## config.mk

```make
export PLATFORM = sky130hd
export DESIGN_NAME = pll_lock_supervisor
export DESIGN_NICKNAME = d
export VERILOG_FILES = /design/src/rtl/pll_lock_supervisor.sv
export SDC_FILE = /design/constraint.sdc
export NUM_CORES = 1
export LEC_CHECK = 0
export BUFFER_PORTS_ARGS = -buffer_cell sky130_fd_sc_hd__buf_2
export CAP_MARGIN = 10
export CELL_PAD_IN_SITES_DETAIL_PLACEMENT = 0
export CELL_PAD_IN_SITES_GLOBAL_PLACEMENT = 1
export CORE_MARGIN = 3
export CORE_UTILIZATION = 51
export CTS_BUF_LIST = sky130_fd_sc_hd__clkbuf_8
export DETAILED_ROUTE_END_ITERATION = 6
export PLACE_DENSITY = 0.94
export RECOVER_POWER = 50
export SLEW_MARGIN = 20
export SYNTH_ARGS = -nofsm -noshare
export SYNTH_HDL_FRONTEND = slang
export SYNTH_SLANG_ARGS = --single-unit
export TNS_END_PERCENT = 5
```

## constraint.sdc

```tcl
create_clock -name REFERENCECLK -period 3.8 [get_ports REFERENCECLK]
set_clock_uncertainty 0.2 [all_clocks]
set_input_delay 0.19 -clock REFERENCECLK [delete_from_list [all_inputs] [get_ports REFERENCECLK]]
set_output_delay 0.19 -clock REFERENCECLK [all_outputs]
set_load 0.005 [all_outputs]
```

## src/rtl/pll_lock_supervisor.sv

```systemverilog
// PLL reset sequencer and lock qualifier running on the reference clock.
// Latency: LOCK reaches the FSM after a 2-flop synchronizer; all outputs are registered.
// Backpressure: none; FORCE_RELOCK restarts the sequence from any state.
module pll_lock_supervisor #(
    parameter int HOLD_CYCLES   = 16,
    parameter int LOCK_TIMEOUT  = 14400,
    parameter int STABLE_CYCLES = 1440,
    parameter int MAX_RETRIES   = 7
) (
    input  logic       REFERENCECLK,
    input  logic       RESET,
    input  logic       LOCK,
    input  logic       FORCE_RELOCK,
    output logic       PLL_RESETB,
    output logic       SYS_RESET,
    output logic       READY,
    output logic       FAULT,
    output logic [2:0] RETRY_COUNT,
    output logic [7:0] LOSS_COUNT
);

    localparam int MAX_AB  = (HOLD_CYCLES > LOCK_TIMEOUT) ? HOLD_CYCLES : LOCK_TIMEOUT;
    localparam int MAX_CYC = (MAX_AB > STABLE_CYCLES) ? MAX_AB : STABLE_CYCLES;
    localparam int CW      = $clog2(MAX_CYC);

    localparam logic [CW-1:0] HOLD_LAST   = CW'(HOLD_CYCLES - 1);
    localparam logic [CW-1:0] TIMEOUT_LAST = CW'(LOCK_TIMEOUT - 1);
    localparam logic [CW-1:0] STABLE_LAST = CW'(STABLE_CYCLES - 1);
    localparam logic [2:0]    RETRY_MAX   = 3'(MAX_RETRIES);

    typedef enum logic [2:0] {
        S_HOLD,
        S_WAIT_LOCK,
        S_STABLE,
        S_RUN,
        S_FAULT
    } state_t;

    state_t          state;
    state_t          state_nxt;
    logic [CW-1:0]   cnt;
    logic            lock_m;
    logic            lock_s;
    logic [2:0]      retry_nxt;
    logic [7:0]      loss_nxt;
    logic            cnt_clr;
    logic            resetb_nxt;
    logic            sys_reset_nxt;
    logic            ready_nxt;
    logic            fault_nxt;

    always_ff @(posedge REFERENCECLK or posedge RESET) begin
        if (RESET) begin
            lock_m <= 1'b0;
            lock_s <= 1'b0;
        end else begin
            lock_m <= LOCK;
            lock_s <= lock_m;
        end
    end

    // State, shared counter and registered outputs all update on the same edge.
    always_ff @(posedge REFERENCECLK or posedge RESET) begin
        if (RESET) begin
            state       <= S_HOLD;
            cnt         <= '0;
            PLL_RESETB  <= 1'b0;
            SYS_RESET   <= 1'b1;
            READY       <= 1'b0;
            FAULT       <= 1'b0;
            RETRY_COUNT <= 3'd0;
            LOSS_COUNT  <= 8'd0;
        end else begin
            state       <= state_nxt;
            PLL_RESETB  <= resetb_nxt;
            SYS_RESET   <= sys_reset_nxt;
            READY       <= ready_nxt;
            FAULT       <= fault_nxt;
            RETRY_COUNT <= retry_nxt;
            LOSS_COUNT  <= loss_nxt;
            if (cnt_clr) begin
                cnt <= '0;
            end else if (state inside {S_HOLD, S_WAIT_LOCK, S_STABLE}) begin
                cnt <= cnt + 1'b1;
            end
        end
    end

    always_comb begin
        state_nxt = state;
        retry_nxt = RETRY_COUNT;
        case (state)
            S_HOLD: begin
                if (cnt == HOLD_LAST) state_nxt = S_WAIT_LOCK;
            end
            S_WAIT_LOCK: begin
                if (lock_s) begin
                    state_nxt = S_STABLE;
                end else if (cnt == TIMEOUT_LAST) begin
                    if (RETRY_COUNT == RETRY_MAX) begin
                        state_nxt = S_FAULT;
                    end else begin
                        state_nxt = S_HOLD;
                        retry_nxt = RETRY_COUNT + 3'd1;
                    end
                end
            end
            S_STABLE: begin
                // A dropout sends us back to waiting without charging a retry.
                if (!lock_s) begin
                    state_nxt = S_WAIT_LOCK;
                end else if (cnt == STABLE_LAST) begin
                    state_nxt = S_RUN;
                    retry_nxt = 3'd0;
                end
            end
            S_RUN: begin
                if (!lock_s) state_nxt = S_HOLD;
            end
            S_FAULT: begin
                state_nxt = S_FAULT;
            end
            default: begin
                state_nxt = S_HOLD;
            end
        endcase
        if (FORCE_RELOCK) begin
            state_nxt = S_HOLD;
            retry_nxt = 3'd0;
        end
    end

    // Loss counting is independent of FORCE_RELOCK so a coincident loss is never dropped.
    always_comb begin
        loss_nxt = LOSS_COUNT;
        if (state == S_RUN && !lock_s && LOSS_COUNT != 8'hFF) begin
            loss_nxt = LOSS_COUNT + 8'd1;
        end
        cnt_clr = FORCE_RELOCK || (state_nxt != state);
    end

    always_comb begin
        resetb_nxt    = !(state_nxt inside {S_HOLD, S_FAULT});
        sys_reset_nxt = (state_nxt != S_RUN);
        ready_nxt     = (state_nxt == S_RUN);
        fault_nxt     = (state_nxt == S_FAULT);
    end

endmodule

```

==> results of run 1 <==
how the worst min path moves through the flow:
| stage | to | start | depth (start not counted) | slack, ns |
|---|---|---|---|---|
| 2_1_floorplan | lock_m | LOCK | 0 | 0.02 |
| 3_3_place_gp | cnt[4] | RESET | 2 | 0.07 |
| 3_5_place_dp | cnt[5] | RESET | 2 | 0.08 |
| 4_1_cts | lock_s | lock_m | 0 | 0.16 |
| 5_1_grt | lock_s | lock_m | 0 | 0.17 |
| 6_report | lock_s | lock_m | 0 | 0.16 |
state kept, by name, summed over array words and instances, names as in the netlist:
name / count
cnt: 14
LOSS_COUNT: 8
RETRY_COUNT: 3
state: 3
FAULT: 1
PLL_RESETB: 1
READY: 1
SYS_RESET: 1
lock_m: 1
lock_s: 1
area by class of cell:
class | count | area, um2 | share of cell area, %
flip-flops and latches | 34 | 852 | 42.4
clock inverters | 2 | 8.76 | 0.435
repair buffers | 23 | 128 | 6.34
inverters | 3 | 11.3 | 0.560
well taps | 44 | 55.1 | 2.74
multi-input cells | 125 | 875 | 43.5
clock buffers | 6 | 82.6 | 4.10
cell usage after synthesis:
cell        n  share of area (%)
a22o_1      1               0.50
a221oi_1    1               0.50
xnor2_1    11                5.4
nor3_1      9                2.5
a41oi_1     1               0.50
or2_2       4                1.4
mux2i_1     3                1.7
nor3b_1     1               0.42
ha_1        4                2.8
or3_1       4                1.4
mux2_2      3                1.9
buf_2       1               0.28
and4_1      2               0.99
buf_1       1               0.21
inv_1       3               0.64
and3_1      2               0.71
o21ai_1     1               0.28
a211oi_1    4                1.7
nand2b_1    1               0.35
and2_4      1               0.50
a31oi_1     2               0.71
nand3_1     8                2.3
o21ai_0     1               0.28
nand2_1    11                2.3
nand4b_1    1               0.50
xor2_1      9                4.5
dfrtp_1    33                 47
and2_1      1               0.35
o211a_1     4                2.3
nor4b_1     2               0.99
a21o_1      3                1.3
nand4_1     5                1.8
buf_4       1               0.42
nor2_1     11                2.3
or4_1       2               0.85
clkbuf_1    4               0.85
or4_4       1               0.64
nor4_1      3                1.1
mux2_4      1               0.85
dfstp_2     1                1.5
nor2b_1     2               0.71
nand4bb_1   1               0.64
or3b_4      1               0.64
a21oi_1     3               0.85
kinds of logic (layout without fill, tap and decap cells):
family	Yosys count	after routing
mux	7	7
compound gates	21	21
fa+ha+maj	4	4
buf+inv	10	34
flops	34	34
xor+xnor	20	20
simple gates	73	73
per-stage QoR:
step | power (W) | hold slack, ns | cells
final | 0.000665 | 0.157 | 237
after global routing | 0.000696 | 0.170 | 237
after global placement | 0.000403 | 0.0745 | 226
after detailed placement | 0.000404 | 0.0803 | 226
after floorplan | 0.000396 | 0.0214 | 169
after CTS | 0.000676 | 0.161 | 237
routing by layer:
metal,vias to the layer above,track usage (%),wire (um),part of all wire (%)
met3,6,5.72,178,5.4
met5,-,0,0,0
li1,664,-,-,-
met4,0,6.86,50,1.5
met2,29,26.1,1450,44
met1,620,25.2,1620,49
worst max-delay path, cell delays in order (launching register included):
cell     delay (ns)
dfrtp_1        0.45
or4_1          0.57
or4_4          0.51
o21ai_1        0.74
nor3_1         0.11
mux2_2         0.29
power groups by stage:
stage	registers (W)	logic (W)	clock network, W
after floorplan	0.000376	0.0000200	0
after global placement	0.000377	0.0000255	0
after detailed placement	0.000377	0.0000266	0
after CTS	0.000370	0.0000291	0.000276
after global routing	0.000371	0.0000325	0.000293
final	0.000371	0.0000279	0.000267
==> out/metrics.cfg, run 1 <==
[status]
status=completed

[die]
die_area_um2=4210
row_count=20
die_h_um=64.9
fp.dieW_um=64.9
ios=19
initial_core_util_pct=55.7
fp.coreArea_um2=3180

[setup_path]
crit_path_end_kind=flop
r2r-end=cnt[3]
start_kind=flop
crit_path_end=cnt[3]
startpoint=cnt[6]
reg2regPathDepth=5
crit_arrival_ns=2.96
crit_required_ns=3.77
path_max_fanout=14
r2r_start=cnt[6]
rrSetupSlack_ns=0.81
crit_type=flop to flop

[finish]
final_core_utilization_pct=63.3
nFillCells=274
final_cell_mix=dfrtp_1, buf_2, nand2_1, nor2_1, xnor2_1
area_delta_synth_final_pct=13.7
antenna_cells=0
drive_gt1_share_pct=18.1
finalNetCount=200
final_area_um2=2010
final_common_cell=dfrtp_1

[routing]
drt_iter0_markers=92
routedWlPerCell_um=13.9
drc_errors=0
num_vias=1319
routed_wl_um=3290
ant_nets=0
firstDrtPassIters=4
drt-vias-per-instance=5.57

[timing]
max_freq_ghz=0.335
slew_viol_final=0
hold_viol=0
tightest_slew_ns=0.984
setup_viol=0
min_period_over_period_pct=78.6
finalWorstSetupSlack_ns=0.813
rsz0062_at_grt=false
max-slew-margin-rel_pct=34.4
setup_tns_ns=0
finalCriticalPeriod_ns=2.99

[clock_tree]
cts_hold_buf=3
clock_sinks=34
cts_tree=done
cts_max_level=2
clockBufferDepth=2
cts_setup_buffers=0
path_clk_slew_ns=0.07
clockRootBuffer=clkbuf_8
postCtsResizedCells=0
numCtsBuffers=5
clk-insertion-delay-late_ns=0.29

[yosys]
ys_types=44
synth_top_family_by_area=simple AND/OR/NAND/NOR gates
synth_compound_area_share_pct=8.84
synth-xor-area-share_pct=9.90
synthCells=169
yosysWarnings=0
ys_seq_elements=34
syn_nets=177
synth.avg_cell_area_um2=10.5
synthMuxAreaShare_pct=4.46
yosysSeqAreaShare_pct=48.2
synthAdderAreaFrac_pct=2.83
syn-cell-area_um2=1770
synth-simple-area-share_pct=23.4

[power_and_ir_drop]
power_density_nw_per_um2=331
power.share.clock_pct=40.1
static-leakage-power_nw=0.987
p_int_w=0.000520
switching_share_pct=21.8
peakVddDrop_mv=0.193
pwr-share-seq_pct=55.7
switchingPower_w=0.000145
combinationalPowerShare_pct=4.2

[placement]
hpwlAfterDp_um=2350
gp_congestion=0.870
io_buffer_count=18
place_area_um2=1900
post-place-ws_ns=0.832

[grt]
grt_pass1_vias=1228
grt_max_degree=20
antenna_found_initial=0
overflow=0
grt_pass1_wl_um=5830
track_usage_pct=18.0

[hold_path]
min_path_type=flop to flop

[job]
cap_viol_max_count=0

Note: power is estimated with default switching activity, not from simulation.
==> run 2, diff against run 1 <==
- CORE_UTILIZATION: 51 -> 43
- PLACE_DENSITY: 0.94 -> 0.85
- clock period: 3.8 -> 2.6 ns (I/O delays scaled with it)
==> out/metrics.cfg, run 2 (synthesis results as in run 1) <==
[status]
status=completed

[finish]
reg_top3=cnt (14), LOSS_COUNT (8)
finalNetCount=209
drive_gt1_share_pct=24.8
antenna_cells=0
largest_reg_flops=14
nFillCells=357
largest_register=cnt
final_common_cell=dfrtp_1
final_cell_mix=dfrtp_1, buf_2, nand2_1, nor2_1, xnor2_1
final_cells=250
area_delta_synth_final_pct=18.5

[setup_path]
r2r_start=cnt[6]
slowest_delay_ns=0.54
path_max_fanout=4
start_kind=flop
rrSetupSlack_ns=0.02
worst-path-stages=5
crit_top_cell=or4_4
path_delay_family=simple AND/OR/NAND/NOR gates
crit_arrival_ns=2.55
reg2regPathDepth=5
crit_chain=or4_4 > or4_4 > or3b_4 > and2_4 > mux2_4
slowest_stage=or4_4
cp_num_buf_inv=0
crit_path_end_kind=flop
crit_type=flop to flop
r2r-end=RETRY_COUNT[0]
crit_required_ns=2.57

[timing]
finalCriticalPeriod_ns=2.58
min_period_over_period_pct=99.1
rsz0062_at_grt=true
max_freq_ghz=0.388
setup_tns_ns=0
slew_viol_final=0
tightest_slew_ns=0.821
max-slew-margin-rel_pct=45.3
setup_viol=0
hold_viol=0

[routing]
dr_wl_met3_um=115
wl_met1_um=1700
drt-vias-per-instance=5.55
drc_errors=0
firstDrtPassIters=5
num_vias=1387
routed.top_layer=met4
ant_nets=0
wl_met2_um=1790
routedWlPerCell_um=14.7
routed_wl_um=3670
drt_iter0_markers=65

[clock_tree]
cts_tree=done
clk-insertion-delay-late_ns=0.29
path_clk_slew_ns=0.06
cts_max_level=2
clockBufferDepth=2
numCtsBuffers=5
clockRootBuffer=clkbuf_8
cts_setup_buffers=0
clock_sinks=34

[power_and_ir_drop]
p_int_w=0.000734
peakVddDrop_mv=0.362
pwr-share-seq_pct=56.9
power.share.clock_pct=38.6
switchingPower_w=0.000219
power_density_nw_per_um2=455
combinationalPowerShare_pct=4.5
switching_share_pct=23.0
static-leakage-power_nw=1.04

[die]
initial_core_util_pct=46.6
fp.dieW_um=70.1
row_count=22
fp.coreArea_um2=3800
ios=19
die_area_um2=4920
die_h_um=70.1

[grt]
grt_max_degree=35
overflow=0
track_usage_pct=16.7
antenna_found_initial=0
grt_pass1_wl_um=6560
grt_pass1_vias=1408

[hold_path]
worstHoldStart=lock_m
hold_depth=0
worstHoldEndpoint=lock_s
min_path_type=flop to flop

[job]
cap_viol_max_count=0

[placement]
io_buffer_count=18
hpwlAfterDp_um=2630
dp.cells=239
gp_congestion=0.805

[run 2: changes by cell type in the layout (fill, tap and decap cells not counted), sizes merged]
cell / previous run / this run
buf: 16 / 27
clkbuf: 10 / 7
clkinv: 1 / 2
[run 2: per-stage QoR]
stage	setup WS (ns)	util [%]	hold WS, ns	instance area (um2)	total power [W]
finish	0.0239	55.2	0.179	2100	0.000953
global placement	0.0521	51.9	0.0341	1970	0.000590
detailed placement	0.0254	51.9	0.0394	1970	0.000592
global route	-0.0227	55.2	0.193	2100	0.000998
CTS	0.0176	54.8	0.181	2080	0.000964
floorplan	0.0187	-	-0.0386	1770	0.000579
[run 2: worst max path at each step]
| stage | start | endpoint | slack (ns) |
|---|---|---|---|
| after floorplan | cnt[6] | RETRY_COUNT[0] | 0.02 |
| after global placement | cnt[6] | RETRY_COUNT[0] | 0.05 |
| after detailed placement | cnt[6] | RETRY_COUNT[0] | 0.03 |
| after CTS | cnt[6] | RETRY_COUNT[0] | 0.02 |
| after global routing | cnt[6] | RETRY_COUNT[0] | -0.02 |
| final | cnt[6] | RETRY_COUNT[0] | 0.02 |
[run 2: layout make-up]
type / count / area [um2] / area share [%]
clock inverters: 3 / 13.8 / 0.657
multi-input cells: 125 / 891 / 42.5
repair buffers: 32 / 199 / 9.49
flip-flops and latches: 34 / 852 / 40.7
well taps: 48 / 60.1 / 2.87
clock buffers: 5 / 68.8 / 3.28
inverters: 3 / 11.3 / 0.537
[run 2: metal layers]
layer / global-route usage (%) / vias up
met5: 0 / -
li1: - / 676
met1: 22.3 / 690
met3: 3.74 / 5
met2: 26.0 / 16
met4: 7.02 / 0
[run 2: what timing repair did]
item / CTS / global route
gates resized for setup: 0 / 3
endpoints found under the setup margin: 0 / 17
hold buffers: 3 / 0
endpoints found under the hold margin: 37 / 0
[run 2: worst reg2reg max path: cells and delay by family (launching register included)]
kind          cells  cell delay (ns)
simple gates      4             1.63
flops             1             0.38
mux               1             0.25
[run 2: power groups by stage]
stage / Sequential (W) / Combinational [W] / Clock, W
floorplan: 0.000550 / 0.0000292 / 0
global placement: 0.000551 / 0.0000389 / 0
detailed placement: 0.000552 / 0.0000405 / 0
CTS: 0.000542 / 0.0000444 / 0.000377
global route: 0.000543 / 0.0000506 / 0.000405
finish: 0.000542 / 0.0000429 / 0.000368
